==> src/rtl/prefix_sub_pkg.sv <==
// Shared definitions for the pipelined Kogge-Stone add/subtract lane:
// op encoding, result flag bundle and pipeline sizing helpers.
package prefix_sub_pkg;

    localparam logic OP_ADD = 1'b0;
    localparam logic OP_SUB = 1'b1;

    typedef struct packed {
        logic carry_out;
        logic zero;
        logic negative;
        logic overflow;
    } flags_t;

    function automatic int prefix_levels(input int width);
        return $clog2(width);
    endfunction

    function automatic int prefix_stages(input int levels, input int lps);
        return (levels + lps - 1) / lps;
    endfunction

endpackage

==> src/rtl/prefix_level.sv <==
// One Kogge-Stone prefix level: combines each bit's group generate/propagate
// with the group SPAN bits below; bits below SPAN pass through.
module prefix_level #(
    parameter int WIDTH = 64,
    parameter int SPAN  = 1
) (
    input  logic [WIDTH-1:0] i_g,
    input  logic [WIDTH-1:0] i_pp,
    output logic [WIDTH-1:0] o_g,
    output logic [WIDTH-1:0] o_pp
);

    always_comb begin
        o_g  = i_g;
        o_pp = i_pp;
        for (int i = SPAN; i < WIDTH; i++) begin
            o_g[i]  = i_g[i] | (i_pp[i] & i_g[i-SPAN]);
            o_pp[i] = i_pp[i] & i_pp[i-SPAN];
        end
    end

endmodule

==> src/rtl/prefix_sub_pipe.sv <==
// Pipelined Kogge-Stone add/subtract lane with elastic valid/ready handshake.
// Optional signed saturation on overflow: define PREFIX_SUB_SATURATE_EN.
module prefix_sub_pipe
    import prefix_sub_pkg::*;
#(
    parameter int WIDTH            = 64,
    parameter int LEVELS_PER_STAGE = 2
) (
    input  logic             clock,
    input  logic             reset,
    input  logic             in_valid,
    output logic             in_ready,
    input  logic             op_sub,
    input  logic [WIDTH-1:0] operand_a,
    input  logic [WIDTH-1:0] operand_b,
    output logic             out_valid,
    input  logic             out_ready,
    output logic [WIDTH-1:0] result,
    output logic             carry_out,
    output logic             zero,
    output logic             negative,
    output logic             overflow
`ifdef PREFIX_SUB_SATURATE_EN
    ,
    input  logic             sat
`endif
);

    localparam int LEVELS = prefix_levels(WIDTH);
    localparam int STAGES = prefix_stages(LEVELS, LEVELS_PER_STAGE);

    logic             w_adv;
    logic [WIDTH-1:0] w_b, w_p0, w_g0;
    logic             w_cin;

    logic             r_vld [STAGES];
    logic [WIDTH-1:0] r_g   [STAGES];
    logic [WIDTH-1:0] r_pp  [STAGES];
    logic [WIDTH-1:0] r_p   [STAGES];
    logic             r_cin [STAGES];
`ifdef PREFIX_SUB_SATURATE_EN
    logic             r_sat [STAGES];
`endif

    logic [WIDTH-1:0] w_gi [LEVELS];
    logic [WIDTH-1:0] w_ppi [LEVELS];
    logic [WIDTH-1:0] w_go [LEVELS];
    logic [WIDTH-1:0] w_ppo [LEVELS];
    logic [WIDTH-1:0] w_grp_g [STAGES];
    logic [WIDTH-1:0] w_grp_pp [STAGES];

    logic             r_out_valid;
    logic [WIDTH-1:0] r_result;
    flags_t           r_flags;

    // The whole pipe freezes while a result waits for its consumer.
    assign w_adv    = !(r_out_valid && !out_ready);
    assign in_ready = w_adv;

    // Stage 0: operand conditioning; carry-in is folded into bit-0 generate.
    always_comb begin
        w_b     = (op_sub == OP_ADD) ? operand_b : ~operand_b;
        w_cin   = (op_sub == OP_SUB);
        w_p0    = operand_a ^ w_b;
        w_g0    = operand_a & w_b;
        w_g0[0] = w_g0[0] | (w_p0[0] & w_cin);
    end

    for (genvar k = 0; k < LEVELS; k++) begin : g_lvl
        if (k % LEVELS_PER_STAGE == 0) begin : g_head
            assign w_gi[k]  = r_g[k / LEVELS_PER_STAGE];
            assign w_ppi[k] = r_pp[k / LEVELS_PER_STAGE];
        end else begin : g_chain
            assign w_gi[k]  = w_go[k-1];
            assign w_ppi[k] = w_ppo[k-1];
        end
        prefix_level #(.WIDTH(WIDTH), .SPAN(1 << k)) u_level (
            .i_g  (w_gi[k]),
            .i_pp (w_ppi[k]),
            .o_g  (w_go[k]),
            .o_pp (w_ppo[k])
        );
    end

    for (genvar j = 0; j < STAGES; j++) begin : g_grp
        localparam int LAST = ((j + 1) * LEVELS_PER_STAGE < LEVELS) ?
                              (j + 1) * LEVELS_PER_STAGE - 1 : LEVELS - 1;
        assign w_grp_g[j]  = w_go[LAST];
        assign w_grp_pp[j] = w_ppo[LAST];
    end

    // Data registers: loaded on advance, never cleared.
    always_ff @(posedge clock) begin
        if (w_adv) begin
            if (in_valid) begin
                r_g[0]   <= w_g0;
                r_pp[0]  <= w_p0;
                r_p[0]   <= w_p0;
                r_cin[0] <= w_cin;
`ifdef PREFIX_SUB_SATURATE_EN
                r_sat[0] <= sat;
`endif
            end
            for (int s = 1; s < STAGES; s++) begin
                r_g[s]   <= w_grp_g[s-1];
                r_pp[s]  <= w_grp_pp[s-1];
                r_p[s]   <= r_p[s-1];
                r_cin[s] <= r_cin[s-1];
`ifdef PREFIX_SUB_SATURATE_EN
                r_sat[s] <= r_sat[s-1];
`endif
            end
        end
    end

    // Final stage: sum from resolved carries, flags, optional clamp.
    logic [WIDTH-1:0] w_gf, w_c, w_sum, w_result;
    logic             w_ovf;
    flags_t           w_flags;

`ifdef PREFIX_SUB_SATURATE_EN
    function automatic logic [WIDTH-1:0] sat_clamp(input logic [WIDTH-1:0] sum,
                                                   input logic ovf, input logic en);
        if (en && ovf)
            return sum[WIDTH-1] ? {1'b0, {(WIDTH-1){1'b1}}} : {1'b1, {(WIDTH-1){1'b0}}};
        return sum;
    endfunction
`endif

    always_comb begin
        w_gf  = w_grp_g[STAGES-1];
        w_c   = {w_gf[WIDTH-2:0], r_cin[STAGES-1]};
        w_sum = r_p[STAGES-1] ^ w_c;
        w_ovf = w_c[WIDTH-1] ^ w_gf[WIDTH-1];
`ifdef PREFIX_SUB_SATURATE_EN
        w_result = sat_clamp(w_sum, w_ovf, r_sat[STAGES-1]);
`else
        w_result = w_sum;
`endif
        w_flags.carry_out = w_gf[WIDTH-1];
        w_flags.zero      = (w_result == '0);
        w_flags.negative  = w_result[WIDTH-1];
        w_flags.overflow  = w_ovf;
    end

    always_ff @(posedge clock) begin
        if (reset) begin
            for (int s = 0; s < STAGES; s++) r_vld[s] <= 1'b0;
            r_out_valid <= 1'b0;
            r_result    <= '0;
            r_flags     <= '0;
        end else if (w_adv) begin
            r_vld[0] <= in_valid;
            for (int s = 1; s < STAGES; s++) r_vld[s] <= r_vld[s-1];
            r_out_valid <= r_vld[STAGES-1];
            if (r_vld[STAGES-1]) begin
                r_result <= w_result;
                r_flags  <= w_flags;
            end
        end
    end

    assign out_valid = r_out_valid;
    assign result    = r_result;
    assign carry_out = r_flags.carry_out;
    assign zero      = r_flags.zero;
    assign negative  = r_flags.negative;
    assign overflow  = r_flags.overflow;

endmodule
==> config.mk <==
export PLATFORM = sky130hd
export DESIGN_NAME = prefix_sub_pipe
export DESIGN_NICKNAME = d
export VERILOG_FILES = /design/src/rtl/prefix_sub_pkg.sv /design/src/rtl/prefix_level.sv /design/src/rtl/prefix_sub_pipe.sv
export SDC_FILE = /design/constraint.sdc
export NUM_CORES = 1
export LEC_CHECK = 0
export ABC_AREA = 0
export CORE_MARGIN = 5
export CORE_UTILIZATION = 50
export CTS_BUF_LIST = sky130_fd_sc_hd__clkbuf_8
export DETAILED_ROUTE_END_ITERATION = 12
export DONT_BUFFER_PORTS = 1
export GPL_TIMING_DRIVEN = 1
export PLACE_DENSITY = 0.67
export SLEW_MARGIN = 10
export SYNTH_ARGS = -nofsm -noshare
export SYNTH_HDL_FRONTEND = slang
export SYNTH_SLANG_ARGS = --single-unit
==> constraint.sdc <==
create_clock -name clock -period 11.76 [get_ports clock]
set_input_delay 2.352 -clock clock [delete_from_list [all_inputs] [get_ports clock]]
set_output_delay 2.352 -clock clock [all_outputs]
set_load 0.02 [all_outputs]
==> results.tsv <==
metric	value	unit
DR WL/cell	21.4	µm
critical path's top delay family	simple AND/OR/NAND/NOR gates	
Finished Layout Cells	2325	
Combinational Power Share	0.076	
post-synthesis register bit count	566	
CTS root buffer	clkbuf_8	
Vias	12600	
dpl ws	5.86	ns
synthesized instance count	1596	
Worst Hold Path EP	r_p[0][142]	
Netlist cell types	42	
r2r worst-path depth	5	
count of final max-slew check failures	0	
Main synth FF type	edfxtp_1	
Ys Warns	0	
Hold Path Stages	0	
sequential share of power	0.579	
critical path class	primary input to output pin	
first-pass GRT wire length	74900	µm
synth cell count leaders	edfxtp_1, nand2_1, a21oi_1, nor2_1, o21ai_0	
initial antenna violation count	3	
initial DRC count	1222	
Hold Path Origin	r_p[0][78]	
via/cell ratio	5.42	
status	finished clean	
Num CTS Buffers	87	
width of the die	221	µm
vias in the first global route	12600	
post-synth net total	1792	
First-pass DRT Iterations	7	
post-route DRC violation count	0	
Initial Utilization	0.504	
cell area power density	181	mW/mm²
RSZ-0062 raised after global routing	no	
top cell type's share of synthesized area	0.670	
HPWL after DPL	37000	µm
H-tree levels	3	
largest net degree at the start of global routing	95	
highest cell delay on the worst timing path	0.47	ns
Avg Cell Area, Syn	14.0	µm²
Async SR Flop Fraction	0	
count of final setup violators	0	
NetSw	1.11	mW
clock skew	0.0250	ns
Worst Setup End Kind	output pin	
share of cells above drive strength 1	0.0786	
post-route worst setup slack	6.26	ns
core area	0.0442	mm²
NumNets Final	1857	
P_int	3.35	mW
die footprint	0.0489	mm²
sw frac	0.248	
port bufs	0	
Worst R2R Setup Slack	7.73	ns
clock share of power	0.345	
count of flip-flops with a built-in enable after synthesis	498	
Total Neg Setup Slack	0	ns
Sinks on Clock Net	566	
io pins	203	
Max FO, Critical Path	57	
Hold Worst Slack	0.410	ns
placed insts	2164	
most frequent cell after synthesis	edfxtp_1	
Hold Fails Final Rpt	0	
DRT Wirelength	49900	µm
Post-CTS Hold Fix Bufs	0	
Buf/Inv on CP	1	
Clk Latency, worst-skew pair	0.63	ns
area grow syn2layout	10.5	%
crit share post-route	0.467	
reg-to-reg endpoint	r_g[0][106]	
Lkg Pwr	9.03	nW
PostCTS Resize Cnt	0	
Mapped Area	0.0223	mm²
critical path data arrival time	3.15	ns
CP required	9.41	ns
Peak VDD IR	78.2	µV
worst slew pin tran	1.11	ns
max-cap viol count	0	
sequential cell area fraction in the yosys report	0.732	
CTS tree	yes	
Bufs on Longest Clock Path	3	
Worst Hold Class	flop to flop	
Total Routing Usage GR	0.199	
Die Height	221	µm
critical path launch point type	primary input	
Worst path depth	2	
min Tclk post-route	5.50	ns
CP max stage cell	nor2b_1	
Fmax	0.182	GHz
post-CTS setup buffers	0	
dominant cell type by area after synthesis	edfxtp_1	
Rows	77	
RePlAce Congestion	0.856	
Area contributors post-synth	edfxtp_1, dfxtp_1, a21oi_1	
antenna viol nets, final	0	
crit path cell chain	nor2b_1 > inv_8	
reg2reg start	out_valid	
clock transition at the registers of the reported paths	0.06	ns
total grt overflow	0	
Slew headroom	0.263	
sequential cells by signal (all words and copies together) (netlist names):
register,count
carry_out,1
out_valid,1
overflow,1
r_cin,3
r_g,192
r_p,128
r_pp,172
r_vld,3
result,64
zero,1
kinds of logic (layout without fill, tap and decap cells):
| kind of cell | count (synthesis) | count (layout) | synth area share |
|---|---|---|---|
| adders and majority gates | 63 | 63 | 0.0353 |
| other | 0 | 2 | 0 |
| DFF | 566 | 566 | 0.732 |
| AOI/OAI and AO/OA | 355 | 355 | 0.0907 |
| xor gates and xnor gates | 126 | 126 | 0.0495 |
| buffers and inverters | 49 | 184 | 0.00842 |
| and+or+nand+nor | 436 | 436 | 0.0841 |
| muxes | 1 | 1 | 0.000505 |
layout make-up:
cell class	count	area [µm²]
fill	3540	19600
clock inverter	64	343
tap	592	741
timing repair buffer	6	45.0
sequential	566	16300
clock buffer	95	1310
inverter	19	78.8
antenna	2	5.00
multi-input combinational	981	5800
worst max-delay path by stage:
| stage | start | to |
|---|---|---|
| final | out_ready | in_ready |
| after global routing | out_ready | in_ready |
| after CTS | out_ready | in_ready |
| after detailed placement | out_ready | r_p[0][91] |
| after global placement | out_ready | r_p[0][106] |
| after floorplan | out_ready | r_cin[0][0] |
power groups by stage:
stage                     Combinational, mW  Clock [mW]  Sequential (mW)
after floorplan                       0.233           0             2.55
after global placement                0.331           0             2.62
after detailed placement              0.336           0             2.62
after CTS                             0.338        1.57             2.58
after global routing                  0.377        1.66             2.60
final                                 0.338        1.54             2.58
per-layer routing:
| metal | routed length, µm | part of all wire | track usage | vias up |
|---|---|---|---|---|
| met2 | 21800 | 0.44 | 0.288 | 484 |
| met1 | 22000 | 0.44 | 0.289 | 6054 |
| met5 | 20 | 0.00040 | 0 | - |
| met3 | 5050 | 0.10 | 0.0667 | 72 |
| met4 | 946 | 0.019 | 0.0618 | 2 |
| li1 | - | - | - | 6000 |
cells in the final DEF (no fill, tap or decap), types with 12 or more instances in the layout:
master | Yosys | routed
dfxtp_1 | 68 | 68
nand3_1 | 13 | 13
a21oi_1 | 172 | 172
nor2b_1 | 16 | 16
ha_1 | 63 | 63
o21bai_1 | 12 | 12
nand2b_1 | 15 | 15
nand2_1 | 223 | 223
a211oi_1 | 16 | 16
a21o_1 | 38 | 38
o21ai_0 | 97 | 97
xor2_1 | 88 | 88
clkinv_1 | 0 | 21
nor2_1 | 126 | 126
inv_1 | 14 | 41
clkbuf_8 | 0 | 95
xnor2_1 | 38 | 38
edfxtp_1 | 498 | 498
through the flow:
stage	utilization	cell area, µm²	power (mW)
2_1_floorplan	-	22300	2.78
3_3_place_gp	0.520	23000	2.95
3_5_place_dp	0.520	23000	2.96
4_1_cts	0.557	24600	4.49
5_1_grt	0.557	24600	4.64
6_report	0.557	24600	4.45
Power figures use the tool's default switching activity.
